$ cat src/rtl/factorial_engine.sv
// factorial_engine: sequential n! unit, one multiply per cycle, done/err handshake
// Optional feature macro: FACT_OVF_DETECT_EN (full 2*WIDTH product, saturate on overflow)
// Ports:
//   clk    - system clock, rising edge
//   rst_n  - asynchronous reset, active-low
//   go     - start request, sampled only in IDLE
//   n      - operand from the range checker
//   err_in - range-checker error flag, sampled with go
//   busy   - high while not in IDLE (registered)
//   done   - one-cycle completion pulse (registered)
//   err    - error status of last operation
//   result - n! of last operation, 0 on error, all ones on overflow
module factorial_engine #(
    parameter int WIDTH = 32,
    parameter int MAX_N = 12
) (
    input  logic             clk,
    input  logic             rst_n,
    input  logic             go,
    input  logic [3:0]       n,
    input  logic             err_in,
    output logic             busy,
    output logic             done,
    output logic             err,
    output logic [WIDTH-1:0] result
);
    typedef enum logic [1:0] {IDLE, CALC, DONE} state_t;
    localparam logic [3:0] MAX_N4 = 4'(MAX_N);
    state_t state, state_nx;
    logic [WIDTH-1:0] product, mul;
    logic [3:0] cnt;
    logic bad_req, ovf, busy_nx, done_nx;
    assign bad_req = err_in || (n > MAX_N4);
`ifdef FACT_OVF_DETECT_EN
    logic [2*WIDTH-1:0] full;
    assign full = {{WIDTH{1'b0}}, product} * {{(2*WIDTH-4){1'b0}}, cnt};
    assign mul  = full[WIDTH-1:0];
    assign ovf  = |full[2*WIDTH-1:WIDTH];
`else
    assign mul = product * {{(WIDTH-4){1'b0}}, cnt};
    assign ovf = 1'b0;
`endif
    always_ff @(posedge clk or negedge rst_n) begin
        if (!rst_n) state <= IDLE;
        else        state <= state_nx;
    end
    always_comb begin
        state_nx = (state == IDLE) ? (go ? (bad_req ? DONE : CALC) : IDLE) :
                   (state == CALC) ? ((cnt <= 4'd1 || ovf) ? DONE : CALC) : IDLE;
    end
    // busy/done are decoded from the next state so they can be registered
    always_comb begin
        busy_nx = (state_nx != IDLE);
        done_nx = (state_nx == DONE);
    end
    always_ff @(posedge clk or negedge rst_n) begin
        if (!rst_n) begin
            busy <= 1'b0;
            done <= 1'b0;
        end else begin
            busy <= busy_nx;
            done <= done_nx;
        end
    end
    always_ff @(posedge clk or negedge rst_n) begin
        if (!rst_n) begin
            product <= '0;
            cnt     <= '0;
            err     <= 1'b0;
            result  <= '0;
        end else if (state == IDLE && go) begin
            if (bad_req) begin
                err    <= 1'b1;
                result <= '0;
            end else begin
                product <= {{(WIDTH-1){1'b0}}, 1'b1};
                cnt     <= n;
                err     <= 1'b0;
            end
        end else if (state == CALC) begin
            if (ovf) begin
                err    <= 1'b1;
                result <= '1;
            end else if (cnt <= 4'd1) begin
                result <= product;
            end else begin
                product <= mul;
                cnt     <= cnt - 4'd1;
            end
        end
    end
endmodule
$ cat config.mk
export PLATFORM = sky130hd
export DESIGN_NAME = factorial_engine
export DESIGN_NICKNAME = d
export VERILOG_FILES = /design/src/rtl/factorial_engine.sv
export SDC_FILE = /design/constraint.sdc
export NUM_CORES = 1
export LEC_CHECK = 0
export BUFFER_PORTS_ARGS = -buffer_cell sky130_fd_sc_hd__buf_2
export CAP_MARGIN = 5
export CORE_MARGIN = 2
export CORE_UTILIZATION = 50
export DETAILED_ROUTE_END_ITERATION = 7
export GPL_TIMING_DRIVEN = 0
export PLACE_DENSITY = 0.69
export SYNTH_ARGS = -nofsm -noshare
export SYNTH_HDL_FRONTEND = slang
export SYNTH_SLANG_ARGS = --single-unit
$ cat constraint.sdc
create_clock -name clk -period 8.7 [get_ports clk]
set_input_delay 2.61 -clock clk [delete_from_list [all_inputs] [get_ports clk]]
set_output_delay 2.61 -clock clk [all_outputs]
set_load 0.01 [all_outputs]
## After elaboration in Yosys (flattened, before gate mapping)

Index checks and enable logic that the tools add are counted.

- Logic and storage cells: 42
- Latch bits: 0
- Memories: 0
- Memory bits (read-only): 0
- Flip-flop bits (word level): 73
- RAM bits: 0
- Input port bits: 8

- Magnitude comparators: 2
- Multipliers: 1
- Multiplexer cells: 18
- Add/sub/neg operators: 1
- Reduce and logical (&&, ||, !) cells: 8
- Div/mod/pow operators: 0
- Bitwise operators: 0
- Shift operators: 0
- Equality and inequality tests: 5

Operators with widths:

| kind | number |
|---|---|
| 2-to-1 mux 32 bit | 8 |
| multiplier 32 x 4 -> 32 bit | 1 |
| 2-to-1 mux 4 bit | 4 |
| 2-to-1 mux 2 bit | 5 |
| AND reduction 3 bit | 2 |
| nonzero test 2 bit | 3 |
| greater-than comparator 4 bit (second input constant) | 1 |
| less-or-equal comparator 4 x 1 -> 1 bit (second input constant) | 1 |
| != test 2 bit (second input constant) | 2 |
| subtractor 4 x 1 -> 4 bit (second input constant) | 1 |
| equality test 2 x 1 -> 1 bit (second input constant) | 1 |
| equality test 2 bit (second input constant) | 1 |
| zero test 2 bit | 1 |
| != test 2 x 1 -> 1 bit (second input constant) | 1 |
| logical AND 1 bit | 1 |
| logical OR 1 bit | 1 |
| 2-to-1 mux 1 bit | 1 |

## Logic depth before layout (Yosys ltp)

- Depth after elaboration: 6
- Gate-level depth with buffers: 16
- Depth with buffers taken out: 14

## Least setup slack after synthesis

Ideal clock, no wire load.

- Path kind: register -> register
- From: reg cnt[3]
- To: reg product[28]
- Slack: 4.492 ns
- Data required time: 8.563 ns
- Data arrival time: 4.070 ns
- Period minus slack after synthesis: 4.208 ns
- Library setup time: 0.137 ns
- Cell stages (with the launch flop): 16
- Path through: dfrtp_1 -> clkbuf_1 -> and2_1 -> fa_1 -> inv_1 -> fa_1 -> inv_1 -> ha_1 -> a21o_2 -> a221oi_2 -> nor2_2 -> a211o_2 -> o211a_1 -> or4_4 -> xnor2_1 -> o22ai_1

- Cells in the longest elaborated chain, start to end: 4
- Elaborated cells between the ends (all ways): 7
- Classes of those cells: mul: 1; order compare: 1; eq/ne: 1; mux: 3; reduce/logical: 1

RTL lines:

| item | line | text |
|---|---|---|
| from (decl) | 31 | `logic [3:0] cnt;` |
| from (signal assigned) | 77 | `cnt <= n;` |
| from (signal assigned) | 88 | `cnt <= cnt - 4'd1;` |
| multiplier 32 x 4 -> 32 bit | 40 | `assign mul = product * {{(WIDTH-4){1'b0}}, cnt};` |
| 2-to-1 mux 32 bit | 84 | `end else if (cnt <= 4'd1) begin` |
| 2-to-1 mux 32 bit | 80 | `end else if (state == CALC) begin` |
| 2-to-1 mux 32 bit | 71 | `end else if (state == IDLE && go) begin` |
| to (signal assigned) | 76 | `product <= {{(WIDTH-1){1'b0}}, 1'b1};` |
| to (signal assigned) | 87 | `product <= mul;` |
| to (decl) | 30 | `logic [WIDTH-1:0] product, mul;` |

Parallel ways exist; a longest one is shown, timed or not. The select of a mux whose other input is x is not followed.
A chain may end at the register's enable or synchronous reset.

## Worst setup path after layout

Same ends and word-level chain as after synthesis.

==> metrics.txt <==
status finished, final reports clean; post-route minimum period about 5 ns; clock latency at the later pin of the worst-skew pair 0.35 ns; path depth of the worst reg2reg path 14; Die Wd between 100 and 150 um; clock net sink count 73; CP Buf/Inv Count 2; post-route clock period utilization between 50% and 60%; FF-to-FF setup slack 3.72 ns; critical path arrival roughly 5.2 ns; critical path's top delay family adder cells; Netlist Area Pre-Place 0.00667 mm2; Synth warnings 0; WS Path Type flop to flop; met1 GRT Util roughly 37%; Antenna diodes 0; Initial Utilization a little over 50%; Worst Path Max Fanout 10; final worst slack roughly 3.7 ns; GRT busiest layer met2; Synth area leaders dfrtp_1 27%, fa_1 17%, nand2_1 8.3%; post-synth top area share 27.4%; flops & latches, synth 73; num rows 42; Max Clock Skew 0.00705 ns; Final Hold Fails 0; Die Ht ~120 um; Post-synth EDFFs 0; vias per cell 5.41; placed insts 1030; clk root buf clkbuf_16; Max Clk Rate about 200 MHz; Hold WC Path Type flop to flop; CORE AREA ~0.013 mm2; Congestion Overflow GR 0; slowest cell on the critical path clkbuf_1; CP startpoint kind flop; xor and xnor area share after synthesis approximately 4.1%; crit-path max cell delay slightly below 0.6 ns; largest family of logic cells by synthesized area adder cells; GPL Wtd Cong 0.914; Post-Layout Cell Count about 1000; initial antenna violation count 0; Post-Synth Adder-Cell Area 23.5%; Slew @ Worst Pin around 1.2 ns; async set-reset flop share out of synthesis 100%; WP data required ~8.9 ns; CTS buffer count 9; sequential area share after synthesis ~27%; RSZ-0062 raised after global routing false; Commonest cells post-synth 148 x nand2_1, 121 x inv_1, 87 x and2_1, 73 x dfrtp_1, 72 x o21ai_0; H-tree levels 3; final antenna-violating net count 0; post-CTS setup repair buffer count 0; CP most frequent cell fa_1; met2 usage ~40%; pin count of the biggest net entering global routing 54; DRT iter0 DRCs approximately 420; routed wire length approximately 17000 um; top-count cell post-synth nand2_1; Gate Count Post-Synth between 800 and 900; nets@finish between 900 and 1000; area of the die ~0.014 mm2; fraction of the mapped netlist area in compound gates between 10 and 15%; footprint of the multi-input gates roughly 0.0042 mm2; Slew Viols, Final 0; Pre-Repair DR Iteration Count 5; Crit. Startpoint cnt[3]$_DFFE_PN0P_; Reg area between 0.0015 and 0.002 mm2; Slew headroom 22.1%; WHS Path Cells 2; Top FF cell, synth dfrtp_1; syn nets 910; Avg Inst Size Synth between 8 and 9 um2; Vias ~5700; drt drc 0; clock transition at the registers of the reported paths approximately 0.060 ns; number of port buffers 42; TritonCTS clock tree built; Worst R2R End product[28]$_DFFE_PN0P_; hold buffers post-CTS 0; reg2reg start cnt[3]$_DFFE_PN0P_; post-synth cell types 50; total track usage around a quarter; setup violators final 0; clock tree buffer depth 2; Place WS roughly 3.7 ns; worst hold start result[4]$_DFFE_PN0P_; Post-DP HPWL approximately 13000 um; simple-gate portion of the synthesized area a little over a fifth; vias in the first global route roughly 5500; wire per inst 16.2 um; PostCTS Resize Cnt 0; hold endpoint result[4]$_DFFE_PN0P_; fraction of layout instances using a drive strength above 1 under 10%; fillers approximately 1300; biggest area consumer among synthesized cells dfrtp_1; multiplexer area fraction after synthesis 0%; crit path cell chain clkbuf_1 -> nand2_1 -> fa_1 -> fa_1 -> inv_1 -> fa_1 -> a21o_1 -> a221oi_2 -> nor2_2 -> a211o_2 -> o211a_1 -> or4_4 -> xnor2_1 -> o22ai_1; Area Overhead vs Synth 11.5%; met3 usage ~3.6%; # IOs 43; first-pass GRT wire length 28500 um; final setup TNS 0 ns; nature of the critical path endpoint flop; Final Util 56.6%; Max Cap Viol 0
layout make-up:
class	instances	share of cell area (%)
repair buffers	43	3.23
inverters	121	6.11
plain buffers	39	1.97
flip-flops and latches	73	24.6
clock inverters	3	0.876
multi-input cells	578	57.0
clock buffers	13	3.23
well taps	176	2.96
state kept, by name, summed over array words and instances, names as in the netlist:
register and cells:
product 32, result 32, cnt 4, state 2, busy 1, done 1, err 1
tightest hold or removal path: cells and delay by family, from the launching register on:
family / cells / cell delay [ns]
simple gates: 1 / 0.04
flops: 1 / 0.34
compound gates: 1 / 0.06
how the worst max path moves through the flow:
stage	cells past startpoint	endpoint	slack, ns
3_3_place_gp	14	product[28]$_DFFE_PN0P_	3.77
2_1_floorplan	15	product[28]$_DFFE_PN0P_	4.49
3_5_place_dp	14	product[28]$_DFFE_PN0P_	3.72
6_report	14	product[28]$_DFFE_PN0P_	3.72
5_1_grt	14	product[28]$_DFFE_PN0P_	3.47
4_1_cts	14	product[28]$_DFFE_PN0P_	3.70
layout by cell type (no fill, tap or decap), types with 3 or more instances in the layout:
cell type / count
nand2_1: 148
a21o_1: 18
buf_2: 41
nand2b_1: 3
nand4_1: 5
ha_1: 34
nor3_1: 5
o21ai_0: 72
o22ai_1: 11
nor2_1: 23
dfrtp_1: 73
xor2_1: 12
fa_1: 57
clkbuf_1: 43
and2_1: 87
xnor2_1: 19
nand3_1: 10
inv_1: 121
clkbuf_16: 9
a21oi_1: 31
cell families (layout without fill, tap and decap cells):
| logic type | after synthesis | count (layout) |
|---|---|---|
| buffers and inverters | 160 | 219 |
| adders and majority gates | 91 | 91 |
| and+or+nand+nor | 298 | 298 |
| xor gates and xnor gates | 31 | 31 |
| AOI/OAI and AO/OA | 158 | 158 |
| DFF | 73 | 73 |
through the flow:
| stage | hold slack (ns) | cell area [um2] |
|---|---|---|
| floorplan | 0.472 | 6670 |
| global placement | 0.457 | 7100 |
| detailed placement | 0.465 | 7130 |
| CTS | 0.478 | 7430 |
| global route | 0.497 | 7430 |
| finish | 0.471 | 7430 |
layer usage:
metal | share of wire, % | up-vias
li1 | - | 2690
met1 | 47 | 2805
met2 | 45 | 136
met3 | 4.8 | 25
met4 | 2.4 | 0
met5 | 0 | -
Power is not shown: default switching activity piles up to over one toggle a cycle in this logic, so the estimate is an artifact.
